<file path="src/rtl/muldiv_pkg.sv">
`default_nettype none
// ============================================================================
// Package     : muldiv_pkg
// Description : Shared encodings and constants for the HI/LO multiply/divide
//               sequencer and its radix-2 iteration step.
// Revision    : 1.0 - initial release
// ============================================================================
package muldiv_pkg;

  // Iteration count of the radix-2 engine; equals the operand width.
  localparam int STEPS = 32;

  // Quotient produced when the divisor is zero.
  localparam logic [31:0] DIV0_QUOTIENT = 32'hFFFF_FFFF;

  // Decoder operation encoding.
  typedef enum logic [1:0] {
    OP_MULT  = 2'b00,
    OP_MULTU = 2'b01,
    OP_DIV   = 2'b10,
    OP_DIVU  = 2'b11
  } op_e;

  // Sequencer state encoding.
  typedef enum logic [1:0] {
    S_IDLE = 2'b00,
    S_PREP = 2'b01,
    S_RUN  = 2'b10,
    S_FIX  = 2'b11
  } state_e;

endpackage : muldiv_pkg
`default_nettype wire

</file>
<file path="src/rtl/muldiv_step.sv">
`default_nettype none
// ============================================================================
// Module      : muldiv_step
// Description : One combinational radix-2 iteration. Multiply mode performs
//               a shift-add on {product_hi, multiplier}; divide mode performs
//               a restoring shift-subtract on {remainder, dividend/quotient}.
// Revision    : 1.0 - initial release
// ============================================================================
module muldiv_step #(
  parameter int WIDTH = 32
) (
  input  logic               i_div,   // 1: divide iteration, 0: multiply
  input  logic [2*WIDTH-1:0] i_acc,   // current accumulator
  input  logic [WIDTH-1:0]   i_opnd,  // multiplicand or divisor magnitude
  output logic [2*WIDTH-1:0] o_acc,   // next accumulator (divide: LSB left 0)
  output logic               o_qbit   // quotient bit, divide mode only
);

  logic [WIDTH:0] w_sum;   // multiply: upper half plus optional addend
  logic [WIDTH:0] w_part;  // divide: partial remainder shifted left by one
  logic [WIDTH:0] w_diff;  // divide: trial subtraction; MSB set means borrow

  // Evaluate both iteration flavours and select by mode.
  always_comb begin
    w_sum  = {1'b0, i_acc[2*WIDTH-1:WIDTH]} +
             (i_acc[0] ? {1'b0, i_opnd} : {(WIDTH+1){1'b0}});
    w_part = i_acc[2*WIDTH-1:WIDTH-1];
    // The shifted remainder is below twice the divisor, so a non-negative
    // difference always fits in WIDTH bits and bit WIDTH flags the borrow.
    w_diff = w_part - {1'b0, i_opnd};
    o_qbit = 1'b0;
    o_acc  = {w_sum, i_acc[WIDTH-1:1]};
    if (i_div) begin
      o_qbit = ~w_diff[WIDTH];
      if (o_qbit) begin
        o_acc = {w_diff[WIDTH-1:0], i_acc[WIDTH-2:0], 1'b0};
      end else begin
        o_acc = {w_part[WIDTH-1:0], i_acc[WIDTH-2:0], 1'b0};
      end
    end
  end

endmodule : muldiv_step
`default_nettype wire

</file>
<file path="src/rtl/hilo_muldiv_sequencer.sv">
`default_nettype none
// ============================================================================
// Module      : hilo_muldiv_sequencer
// Description : Multi-cycle MIPS HI/LO unit executing MULT, MULTU, DIV and
//               DIVU on an iterative radix-2 engine. Stalls MFHI/MFLO while a
//               result is pending.
// Revision    : 1.0 - initial release
// ============================================================================
module hilo_muldiv_sequencer
  import muldiv_pkg::*;
#(
  parameter int WIDTH = 32,
  parameter int STEPS = muldiv_pkg::STEPS
) (
  input  logic             clk,
  input  logic             reset_n,
  input  logic             start,
  input  logic [1:0]       op,
  input  logic [WIDTH-1:0] opA,
  input  logic [WIDTH-1:0] opB,
  input  logic             readHiLo,
  output logic             busy,
  output logic             done,
  output logic             stall,
  output logic             divZero,
  output logic [WIDTH-1:0] Hi,
  output logic [WIDTH-1:0] Lo
);

  localparam int CNT_W = $clog2(STEPS);

  state_e               r_state;
  state_e               w_next;
  op_e                  r_op;
  logic [WIDTH-1:0]     r_a;
  logic [WIDTH-1:0]     r_b;
  logic [2*WIDTH-1:0]   r_acc;
  logic [WIDTH-1:0]     r_opnd;
  logic [CNT_W-1:0]     r_cnt;
  logic                 r_is_div;
  logic                 r_div0;
  logic                 r_neg_lo;   // negate product / quotient
  logic                 r_neg_hi;   // negate remainder
  logic [WIDTH-1:0]     r_hi;
  logic [WIDTH-1:0]     r_lo;
  logic                 r_done;
  logic                 r_dz;

  logic                 w_signed;
  logic                 w_sa;
  logic                 w_sb;
  logic [WIDTH-1:0]     w_mag_a;
  logic [WIDTH-1:0]     w_mag_b;
  logic [2*WIDTH-1:0]   w_step_acc;
  logic                 w_qbit;
  logic [2*WIDTH-1:0]   w_prod;
  logic [WIDTH-1:0]     w_res_hi;
  logic [WIDTH-1:0]     w_res_lo;

  // Single radix-2 iteration shared by multiply and divide.
  muldiv_step #(
    .WIDTH (WIDTH)
  ) u_step (
    .i_div  (r_is_div),
    .i_acc  (r_acc),
    .i_opnd (r_opnd),
    .o_acc  (w_step_acc),
    .o_qbit (w_qbit)
  );

  // Operand sign decode and magnitudes, consumed in PREP.
  always_comb begin
    w_signed = (r_op == OP_MULT) || (r_op == OP_DIV);
    w_sa     = w_signed & r_a[WIDTH-1];
    w_sb     = w_signed & r_b[WIDTH-1];
    w_mag_a  = w_sa ? -r_a : r_a;
    w_mag_b  = w_sb ? -r_b : r_b;
  end

  // Sign fix-up of the finished accumulator; divide-by-zero bypasses it.
  always_comb begin
    w_prod   = r_neg_lo ? -r_acc : r_acc;
    w_res_hi = w_prod[2*WIDTH-1:WIDTH];
    w_res_lo = w_prod[WIDTH-1:0];
    if (r_is_div) begin
      if (r_div0) begin
        w_res_hi = r_a;
        w_res_lo = WIDTH'(DIV0_QUOTIENT);
      end else begin
        w_res_hi = r_neg_hi ? -r_acc[2*WIDTH-1:WIDTH] : r_acc[2*WIDTH-1:WIDTH];
        w_res_lo = r_neg_lo ? -r_acc[WIDTH-1:0]       : r_acc[WIDTH-1:0];
      end
    end
  end

  // State register.
  always_ff @(posedge clk or negedge reset_n) begin
    if (!reset_n) begin
      r_state <= S_IDLE;
    end else begin
      r_state <= w_next;
    end
  end

  // Next-state logic: IDLE -> PREP -> RUN (STEPS cycles) -> FIX -> IDLE.
  always_comb begin
    w_next = r_state;
    case (r_state)
      S_IDLE:  if (start) w_next = S_PREP;
      S_PREP:  w_next = S_RUN;
      S_RUN:   if (r_cnt == '0) w_next = S_FIX;
      S_FIX:   w_next = S_IDLE;
      default: w_next = S_IDLE;
    endcase
  end

  // Operand capture, preparation and iteration datapath.
  always_ff @(posedge clk or negedge reset_n) begin
    if (!reset_n) begin
      r_op     <= OP_MULT;
      r_a      <= '0;
      r_b      <= '0;
      r_acc    <= '0;
      r_opnd   <= '0;
      r_cnt    <= '0;
      r_is_div <= 1'b0;
      r_div0   <= 1'b0;
      r_neg_lo <= 1'b0;
      r_neg_hi <= 1'b0;
    end else begin
      case (r_state)
        S_IDLE: begin
          if (start) begin
            r_op <= op_e'(op);
            r_a  <= opA;
            r_b  <= opB;
          end
        end
        S_PREP: begin
          r_acc    <= {{WIDTH{1'b0}}, w_mag_a};
          r_opnd   <= w_mag_b;
          r_cnt    <= CNT_W'(STEPS - 1);
          r_is_div <= r_op[1];
          r_div0   <= r_op[1] & (r_b == '0);
          r_neg_lo <= w_sa ^ w_sb;
          r_neg_hi <= w_sa;
        end
        S_RUN: begin
          r_acc <= w_step_acc | {{(2*WIDTH-1){1'b0}}, w_qbit};
          r_cnt <= r_cnt - 1'b1;
        end
        default: ;
      endcase
    end
  end

  // HI/LO registers and the completion pulses, updated on leaving FIX.
  always_ff @(posedge clk or negedge reset_n) begin
    if (!reset_n) begin
      r_hi   <= '0;
      r_lo   <= '0;
      r_done <= 1'b0;
      r_dz   <= 1'b0;
    end else begin
      r_done <= (r_state == S_FIX);
      r_dz   <= (r_state == S_FIX) & r_is_div & r_div0;
      if (r_state == S_FIX) begin
        r_hi <= w_res_hi;
        r_lo <= w_res_lo;
      end
    end
  end

  assign busy    = (r_state != S_IDLE);
  assign stall   = readHiLo & (busy | (start & (r_state == S_IDLE)));
  assign done    = r_done;
  assign divZero = r_dz;
  assign Hi      = r_hi;
  assign Lo      = r_lo;

endmodule : hilo_muldiv_sequencer
`default_nettype wire
</file>
<file path="config.mk">
export PLATFORM = sky130hd
export DESIGN_NAME = hilo_muldiv_sequencer
export DESIGN_NICKNAME = d
export VERILOG_FILES = /design/src/rtl/muldiv_pkg.sv /design/src/rtl/muldiv_step.sv /design/src/rtl/hilo_muldiv_sequencer.sv
export SDC_FILE = /design/constraint.sdc
export NUM_CORES = 1
export LEC_CHECK = 0
export ABC_CLOCK_PERIOD_IN_PS = 3700
export BUFFER_PORTS_ARGS = -buffer_cell sky130_fd_sc_hd__buf_2
export CAP_MARGIN = 20
export CELL_PAD_IN_SITES_DETAIL_PLACEMENT = 1
export CELL_PAD_IN_SITES_GLOBAL_PLACEMENT = 1
export CORE_MARGIN = 4
export CORE_UTILIZATION = 43
export CTS_BUF_LIST = sky130_fd_sc_hd__clkbuf_16
export DETAILED_ROUTE_END_ITERATION = 10
export PLACE_DENSITY = 0.83
export SYNTH_ARGS = -nofsm -noshare
export SYNTH_HDL_FRONTEND = slang
export SYNTH_HIERARCHICAL = 1
export SYNTH_SLANG_ARGS = --single-unit
</file>
<file path="constraint.sdc">
create_clock -name clk -period 3.7 [get_ports clk]
set_input_delay 0.185 -clock clk [delete_from_list [all_inputs] [get_ports clk]]
set_output_delay 0.185 -clock clk [all_outputs]
set_load 0.01 [all_outputs]
</file>
# ---- Yosys cells after proc, flatten, opt, wreduce, memory -nomap -nowiden
# Index checks and enable logic that the tools add are counted.
dict set report classes {
  n_mux 18
  reduce_logical 9
  addsub 8
  bitwise 11
  eq_ne 6
}
# cell count
set ops {}
lappend ops {{32-bit 2-to-1 mux} 9}
lappend ops {{64-bit 2-to-1 mux} 3}
lappend ops {{32-bit negation} 4}
lappend ops {{64-bit one-hot mux with 2 select lines} 1}
lappend ops {{64-bit negation} 1}
lappend ops {{64-bit by 1-bit bitwise OR with 64-bit output} 1}
lappend ops {{32-bit by 33-bit adder with 33-bit output} 1}
lappend ops {{33-bit by 32-bit subtractor with 33-bit output} 1}
lappend ops {{32-bit zero test} 1}
lappend ops {{5-bit one-hot mux with 2 select lines} 1}
lappend ops {{2-bit one-hot mux with 4 select lines} 1}
lappend ops {{1-bit bitwise AND} 7}
lappend ops {{2-bit equality test, second input constant} 3}
lappend ops {{5-bit zero test} 1}
lappend ops {{5-bit by 1-bit subtractor with 5-bit output, second input constant} 1}
lappend ops {{2-bit zero test} 2}
lappend ops {{2-bit 2-to-1 mux} 2}
lappend ops {{2-bit inequality test, second input constant} 2}
lappend ops {{2-bit AND reduction} 2}
lappend ops {{2-bit nonzero test} 2}
lappend ops {{2-bit by 1-bit equality test with 1-bit output, second input constant} 1}
lappend ops {{1-bit logical OR} 1}
lappend ops {{1-bit 2-to-1 mux} 1}
lappend ops {{1-bit inverter} 1}
lappend ops {{2 further kinds} 2}
dict set report word_totals {
  out_inout_bits 68
  elab_cells 67
  in_bits 70
  regBits 239
}

# ---- Longest topological paths before layout
# Gate-level depths: netlist of run 1.
dict set report depth {
  depth_word 5
  ltp_mapped 15
  mapped_depth_nobuf 14
}

# ---- Hierarchy
# The synthesis of run 1 kept the hierarchy.
# module cells_per_inst seq_area_each_um2 area_each_um2 instances
set by_module_without_submodules {}
lappend by_module_without_submodules {hilo_muldiv_sequencer 1438 5980.7 13543.0 1}
lappend by_module_without_submodules {muldiv_step 685 0.0 4680.7 1}

# ---- Least setup slack after synthesis of run 1
# No wires, ideal clock.
dict set report synth_timing {
  path_type {flip-flop to flip-flop}
  startpoint {register r_acc[0]}
  endpoint {register r_acc[61]}
  synth_period_minus_slack_ns 3.617
  stages_incl_launch_ff 16
  required_ns 3.617
  path_slack_ns 0.083
  arrival_ns 3.534
  n_path_buf 1
  setup_time_ns 0.083
  path_cell_list {dfrtp_1 -> clkbuf_1 -> and2_1 -> ha_1 -> fa_1 -> a211oi_1 -> o21bai_1 -> o41ai_1 -> a21oi_1 -> o211a_1 -> o211ai_1 -> nand2_1 -> a2111o_1 -> o221ai_1 -> nand3_1 -> o21ai_0}
}
dict set report synth_between {
  elab_chain_cells 5
}
# item line
set synth_rtl {}
lappend synth_rtl {{start: declaration} hilo_muldiv_sequencer.sv:37} ;# logic [2*WIDTH-1:0] r_acc;
lappend synth_rtl {{start signal: assignment} hilo_muldiv_sequencer.sv:140} ;# r_acc <= {{WIDTH{1'b0}}, w_mag_a};
lappend synth_rtl {{start signal: assignment} hilo_muldiv_sequencer.sv:149} ;# r_acc <= w_step_acc | {{(2*WIDTH-1){1'b0}}, w_qbit};
lappend synth_rtl {{32-bit 2-to-1 mux} muldiv_step.sv:26} ;# (i_acc[0] ? {1'b0, i_opnd} : {(WIDTH+1){1'b0}});
lappend synth_rtl {{32-bit by 33-bit adder with 33-bit output} muldiv_step.sv:25} ;# w_sum = {1'b0, i_acc[2*WIDTH-1:WIDTH]} +
lappend synth_rtl {{64-bit 2-to-1 mux} muldiv_step.sv:33} ;# if (i_div) begin
lappend synth_rtl {{net w_step_acc[61]} hilo_muldiv_sequencer.sv:54} ;# logic [2*WIDTH-1:0] w_step_acc;
lappend synth_rtl {{64-bit by 1-bit bitwise OR with 64-bit output} hilo_muldiv_sequencer.sv:149}
lappend synth_rtl {{64-bit one-hot mux with 2 select lines} hilo_muldiv_sequencer.sv:131} ;# case (r_state)
# The timed path passes the listed nets, and every way through them passes these cells.
# A chain may end at the register's enable or synchronous reset.

# ---- Worst setup path after layout of run 1
dict set report layout_timing {
  startpoint {register r_acc[0]}
  endpoint {register r_acc[63]}
}
# The elaborated chain is that of the path after synthesis.

==> impl_metrics.csv, run 1 <==
group,metric,value,unit
synth,synthArstFlopShare,100,%
power,leakagePower,9.45,nW
worst_setup_path,crit_required,4.13,ns
sta,skew,0.0463,ns
sta,hold_slack,0.101,ns
run,maxCapViolCount,0,
synth,synth.area.top_cells,"dfrtp_1, mux2_2, xnor2_1",
worst_setup_path,end_kind,"flop",
die,dieWidth,214,um
clocking,cts_buffer_depth,3,
worst_setup_path,path_class,"flop to flop",
worst_setup_path,path_buf_inv,1,
route,first_iter_violations,1547,
cells_and_area,antenna_cells,0,
synth,synth_warnings,6,
grt,grt_max_degree,123,
sta,slew_violations,0,
sta,hold_viol,0,
cells_and_area,multi_input_area,11400,sq um
clocking,htree_levels,1,
cells_and_area,area.sequential,5990,sq um
clocking,numCtsBuffers,30,
synth,synth_edf_count,0,
synth,synth.avg_cell_area,8.58,sq um
route,dr.pass1.iters,5,
die,dieArea,45700,sq um
cells_and_area,areaGrowthSynthToFinish,20.1,%
die,die_y,214,um
synth,synth_top_cell_area_share,32.8,%
cells_and_area,stdcell_area,21900,sq um
power,p_int,11.5,mW
sta,fin_ws,0.0116,ns
synth,syn-cell-area,18200,sq um
grt,grt_pass1_wl,113000,um
worst_setup_path,critPathLaunchType,"flop",
sta,tightest_slew,1.09,ns
grt,grt_pass1_vias,19189,
synth,yosys.area.top_type,"dfrtp_1",
placement,io_buffers,137,
route,via_count,18380,
power,switchingPower,12.1,mW
route,wl_per_cell,25.2,um
clocking,clkSlewWorstSetupHoldPaths,0.06,ns
route,wl,73500,um
sta,slew_headroom,27.5,%
placement,routabilityCongestion,1.01,
clocking,clk_latency,0.63,ns
sta,fin_crit_sh,99.7,%
worst_setup_path,cp_cell_sequence,"and2_1, ha_2, fa_2, a211oi_2, o21bai_2, o41ai_2, buf_4, a21oi_1, o211a_1, o211ai_1, nand2_2, nor4_1, nor4_2, nand3_1, o21ai_0",
synth,yosys.cell_types.count,84,
synth,synth.most_common_cell,"dfrtp_1",
route,vias_per_cell,6.31,
cells_and_area,num-nets-final,2497,
placement,place_ws,-0.201,ns
synth,synth-seq-area-share,32.8,%
die,num_rows,75,
power,netSwitchingFraction,51.1,%
synth,syn_nets,2269,
worst_setup_path,cp.arrival,4.12,ns
power,seqPwrFrac,24.5,%
worst_setup_path,critPathTopFamily,"compound AO/OA/AOI/OAI gates",
die,core,41900,sq um
route,drcViolationCount,0,
sta,fin_crit,3.69,ns
worst_setup_path,slowest_stage,"dfrtp_2",
placement,dp_hpwl,51500,um
route,ant_nets,0,
power,combinationalPowerShare,62.0,%
synth,ys_seq_elements,239,
die,boundaryPins,138,
grt,gr-usage-all-layers,31.3,%
clocking,cts_tree,"built",
power,p_total,23.6,mW
synth,synth_common_cells,"dfrtp_1, nor2_1, o21ai_0, a21oi_1, nand2_1",
clocking,cts.sinks,239,
worst_setup_path,slowest_delay,0.45,ns
power,ir_drop,571,uV
hold_path,hold_class,"input pin to flop",
clocking,cts-root-buf,"clkbuf_16",
sta,max_freq,0.271,GHz
sta,setup_violations,0,
grt,antenna_found_initial,1,
status,status,"finished, final reports clean",
cells_and_area,drive_gt1_share,21.4,%
power,clkPwrFrac,13.5,%
synth,synthCells,2123,
power,power_density,1080,nW/um^2
die,floorplan.initialDensity,43.4,%
placement,placed_cell_area,19900,sq um
cells_and_area,fillers,4902,
worst_setup_path,cp_max_fo,6,
synth,synthFlopType,"dfrtp_1",
sta,tns,0,ns
grt,grt.overflow.total,0,
## stage by stage
step / std cells / util [%]
2_1_floorplan: 2123 / -
6_report: 2914 / 52.2
5_1_grt: 2914 / 52.2
3_3_place_gp: 2779 / 47.5
3_5_place_dp: 2779 / 47.5
4_1_cts: 2902 / 51.6
## power groups by stage
stage	clock network, mW	logic [mW]	registers [mW]
after floorplan	0	9.50	5.13
after global placement	0	13.1	5.57
after detailed placement	0	13.7	5.65
after CTS	3.17	14.0	5.63
after global routing	3.32	15.8	5.87
final	3.18	14.6	5.78
## sequential cells by signal, indices dropped and copies added (netlist names)
| register | flops |
|---|---|
| Lo | 32 |
| r_cnt | 5 |
| r_neg_hi | 1 |
| r_neg_lo | 1 |
| r_a | 32 |
| r_div0 | 1 |
| r_is_div | 1 |
| done | 1 |
| Hi | 32 |
| r_opnd | 32 |
| r_acc | 64 |
| r_b | 32 |
| r_op | 2 |
| r_state | 2 |
| divZero | 1 |
## cells by family (layout without fill, tap and decap cells)
kind of cell    count (synthesis)  count (layout)  share of synthesized area [%]
mux                           157             157                           9.47
fa+ha+maj                      76              76                           5.30
compound gates                590             590                           20.5
buf+inv                       252             504                           5.72
flops                         239             239                           32.8
simple gates                  641             641                           18.1
xor+xnor                      168             168                           8.07
## repair_timing
item	CTS	global route
cloned	0	0
setup buffers	0	11
pin swaps	2	13
setup endpoints to repair	7	33
resized for setup	6	38
hold buffers	67	0
hold endpoints to repair	186	0
## layout by cell type, fill, tap and decap left out, types with 17 or more instances in the layout
| master | instances |
|---|---|
| nand2_1 | 136 |
| a21o_1 | 32 |
| nor2_1 | 180 |
| dfrtp_1 | 235 |
| nand2b_1 | 20 |
| o21ai_0 | 157 |
| nor3_1 | 37 |
| and2_1 | 42 |
| mux2i_1 | 33 |
| buf_2 | 136 |
| nor4_1 | 19 |
| a31oi_1 | 35 |
| xor2_1 | 42 |
| dlygate4sd3_1 | 67 |
| xnor2_1 | 126 |
| nor2b_1 | 22 |
| nand4_1 | 22 |
| buf_4 | 112 |
| inv_1 | 127 |
| or4_1 | 19 |
| clkbuf_16 | 30 |
| mux2_2 | 124 |
| o211ai_1 | 19 |
| o31ai_1 | 31 |
| ha_1 | 61 |
| o221ai_1 | 17 |
| nand3_1 | 76 |
| a21oi_1 | 156 |
## area by class of cell
type                       instances  area share, %
clock buffer                      30           3.43
multi-input combinational       1632           51.9
inverter                         125           2.14
sequential                       239           27.4
timing repair buffer             323           10.7
tap                              539           3.08
clock inverter                    26           1.32
## tightest hold or removal path: stages
cell     delay [ns]
buf_2          0.09
nor2_1         0.07
nor2_1         0.19
o21ai_0        0.10
## worst paths after layout
kind / to / slack [ns] / depth (start not counted) / start
max in group asynchronous: r_is_div / 2.46 / 3 / reset_n
setup / recovery: r_acc[63] / 0.01 / 15 / r_acc[0]
setup reg to reg: r_acc[63] / 0.01 / 15 / r_acc[0]
min in group asynchronous: Hi[9] / 0.27 / 2 / reset_n
hold reg to reg: Lo[8] / 0.50 / 1 / Lo[8]
hold / removal: r_state[1] / 0.10 / 4 / start
## per-layer routing
metal | wire, um | vias to the layer above | global-route usage (%)
li1 | - | 8116 | -
met1 | 29200 | 9168 | 39.3
met2 | 34800 | 822 | 52.6
met3 | 4910 | 272 | 4.81
met5 | 11 | - | 0
met4 | 4640 | 2 | 15.9
Power figures use the tool's default switching activity.
==> run 2: changes to the inputs <==
- CORE_UTILIZATION: 43 -> 42
- PLACE_DENSITY: 0.83 -> 0.82
- SYNTH_HIERARCHICAL: 1 -> default
==> impl_metrics.csv, run 2 <==
group,metric,value,unit
hold_path,min_path_cells,3,
sta,grt_setup_unrepaired,"false",
route,via_count,17305,
synth,synthFlopType,"dfrtp_1",
synth,ys_seq_elements,239,
cells_and_area,final_common_cell,"dfrtp_1",
worst_setup_path,r2r_start,"r_acc[42]",
clocking,cts_buffer_depth,3,
hold_path,hold_class,"input pin to flop",
clocking,clk_latency,0.59,ns
grt,grt_pass1_vias,18157,
sta,max_freq,0.281,GHz
clocking,cts-root-buf,"clkbuf_16",
synth,synth_edf_count,0,
power,p_total,23.7,mW
die,dieWidth,212,um
synth,synthArstFlopShare,100,%
grt,grt.overflow.total,0,
die,dieArea,45100,sq um
route,ant_nets,0,
die,floorplan.initialDensity,42.8,%
placement,dp_cells,2734,
cells_and_area,mostFrequentLayoutCells,"dfrtp_1, nor2_1, a21oi_1",
worst_setup_path,crit_top_cell,"a21oi_1",
synth,yosys.area.top_type,"dfrtp_1",
power,leakagePower,9.27,nW
clocking,htree_levels,1,
hold_path,hp-start,"start",
worst_setup_path,slowest_delay,0.56,ns
cells_and_area,areaGrowthSynthToFinish,19.2,%
grt,gr-usage-all-layers,29.8,%
sta,setup_violations,0,
sta,slew_headroom,28.1,%
route,vias_per_cell,6.06,
status,status,"finished, final reports clean",
cells_and_area,largest_reg_flops,64,
synth,syn_nets,2240,
power,power_density,1130,nW/um^2
die,die_y,212,um
sta,hold_viol,0,
grt,antenna_found_initial,1,
placement,dp_hpwl,48000,um
cells_and_area,final_core_util,51.0,%
sta,fin_crit,3.56,ns
clocking,numCtsBuffers,29,
route,wl_per_cell,24.1,um
worst_setup_path,reg2reg_depth,12,
sta,fin_crit_sh,96.3,%
worst_setup_path,crit_required,4.15,ns
worst_setup_path,rrSetupSlack,0.14,ns
clocking,cts.sinks,239,
synth,synth.avg_cell_area,8.38,sq um
synth,synth-seq-area-share,34.1,%
synth,synthCells,2093,
worst_setup_path,cp.arrival,4.02,ns
cells_and_area,top_register,"r_acc",
route,dr.pass1.iters,5,
die,core,41000,sq um
synth,synth_top_cell_area_share,34.1,%
hold_path,min_to,"r_state[0]",
synth,synth.area.top_cells,"dfrtp_1, xnor2_1, ha_1",
power,ir_drop,550,uV
cells_and_area,drive_gt1_share,17.2,%
grt,grt_pass1_wl,106000,um
worst_setup_path,critPathLaunchType,"flop",
placement,io_buffers,137,
grt,grt_max_degree,95,
worst_setup_path,cp_cell_sequence,"ha_1, a21oi_1, o21ai_0, a221oi_1, buf_4, o211ai_1, or4b_1, nand3_1, buf_8, mux2_2, a21oi_1, nor2_1",
synth,synth.most_common_cell,"dfrtp_1",
worst_setup_path,cp_max_fo,18,
route,first_iter_violations,1407,
worst_setup_path,slowest_stage,"or4b_1",
route,wl,68800,um
sta,skew,0.0177,ns
worst_setup_path,rr_endpoint,"r_acc[39]",
sta,tns,0,ns
sta,tightest_slew,1.08,ns
sta,slew_violations,0,
die,num_rows,74,
synth,yosys.cell_types.count,74,
cells_and_area,num-nets-final,2447,
worst_setup_path,end_kind,"flop",
clocking,cts_tree,"built",
clocking,clkSlewWorstSetupHoldPaths,0.07,ns
cells_and_area,final_cells,2856,
die,boundaryPins,138,
synth,synth_common_cells,"dfrtp_1, nor2_1, a21oi_1, nand2_1, o21ai_0",
run,maxCapViolCount,0,
route,drcViolationCount,0,
worst_setup_path,path_class,"flop to flop",
synth,synth_warnings,0,
placement,routabilityCongestion,0.934,
synth,syn-cell-area,17500,sq um
-- run 2: cell types whose count changed after synthesis, sizes merged, moves of 25 or more --
cell,change
nand3,-48
mux2,-45
nor2,+45
o211ai,+40
and2,-35
nand2,+28
xor2,+25
-- run 2: final cells by class --
cell class,instances,area [sq um]
tap,532,666
fill,4851,20100
clock buffer,29,726
sequential,239,5990
timing repair buffer,316,2280
clock inverter,24,193
inverter,102,383
multi-input combinational,1612,10700
antenna,2,5.00
-- run 2: worst max path at each step --
stage	start	endpoint	slack, ns	cells past startpoint
global placement	r_acc[0]	r_acc[58]	0.18	14
global route	r_acc[31]	r_acc[39]	0.01	14
CTS	r_acc[31]	r_acc[39]	0.06	14
finish	r_acc[42]	r_acc[39]	0.14	12
detailed placement	r_acc[0]	r_acc[58]	0.1	14
floorplan	r_acc[42]	r_acc[41]	0.27	13
-- run 2: timing repair --
action,4_1_cts,5_1_grt
resized for setup,0,8
hold buffers,67,0
setup endpoints to repair,0,13
setup buffers,0,0
endpoints found under the hold margin,157,0
-- run 2: logic make-up after synthesis --
logic type | Yosys count | share of synthesized area, %
simple gates | 631 | 17.0
compound gates | 601 | 21.5
buf+inv | 242 | 5.31
flops | 239 | 34.1
xor+xnor | 184 | 9.19
mux | 119 | 7.38
fa+ha+maj | 77 | 5.58
-- run 2: power breakdown --
group | leakage, nW | internal (mW) | switching [mW]
combinational | 5.95 | 5.96 | 9.21
clock | 0.468 | 1.63 | 1.27
sequential | 2.86 | 3.93 | 1.68
total | 9.27 | 11.5 | 12.2
-- run 2: routing by layer --
layer | vias to the layer above | share of wire, % | global-route usage, %
li1 | 7891 | - | -
met1 | 8656 | 43 | 38.6
met2 | 593 | 47 | 50.1
met3 | 165 | 4.9 | 3.36
met4 | 0 | 5.3 | 13.8
met5 | - | 0 | 0
-- run 2: critical path: cells and delay by family (launching register included) --
family          cells  cell delay (ns)
compound gates      5             1.03
fa+ha+maj           1             0.39
buf+inv             2             0.41
flops               1             0.38
mux                 1             0.35
simple gates        3             0.86
-- run 2: through the flow --
stage               instance area (sq um)  hold slack [ns]  setup WS, ns
global placement                    19300            0.303         0.182
CTS                                 20900           0.0431        0.0629
detailed placement                  19300            0.309        0.0984
global route                        20900            0.132        0.0148
finish                              20900            0.134         0.138
floorplan                           17500           -0.111         0.274
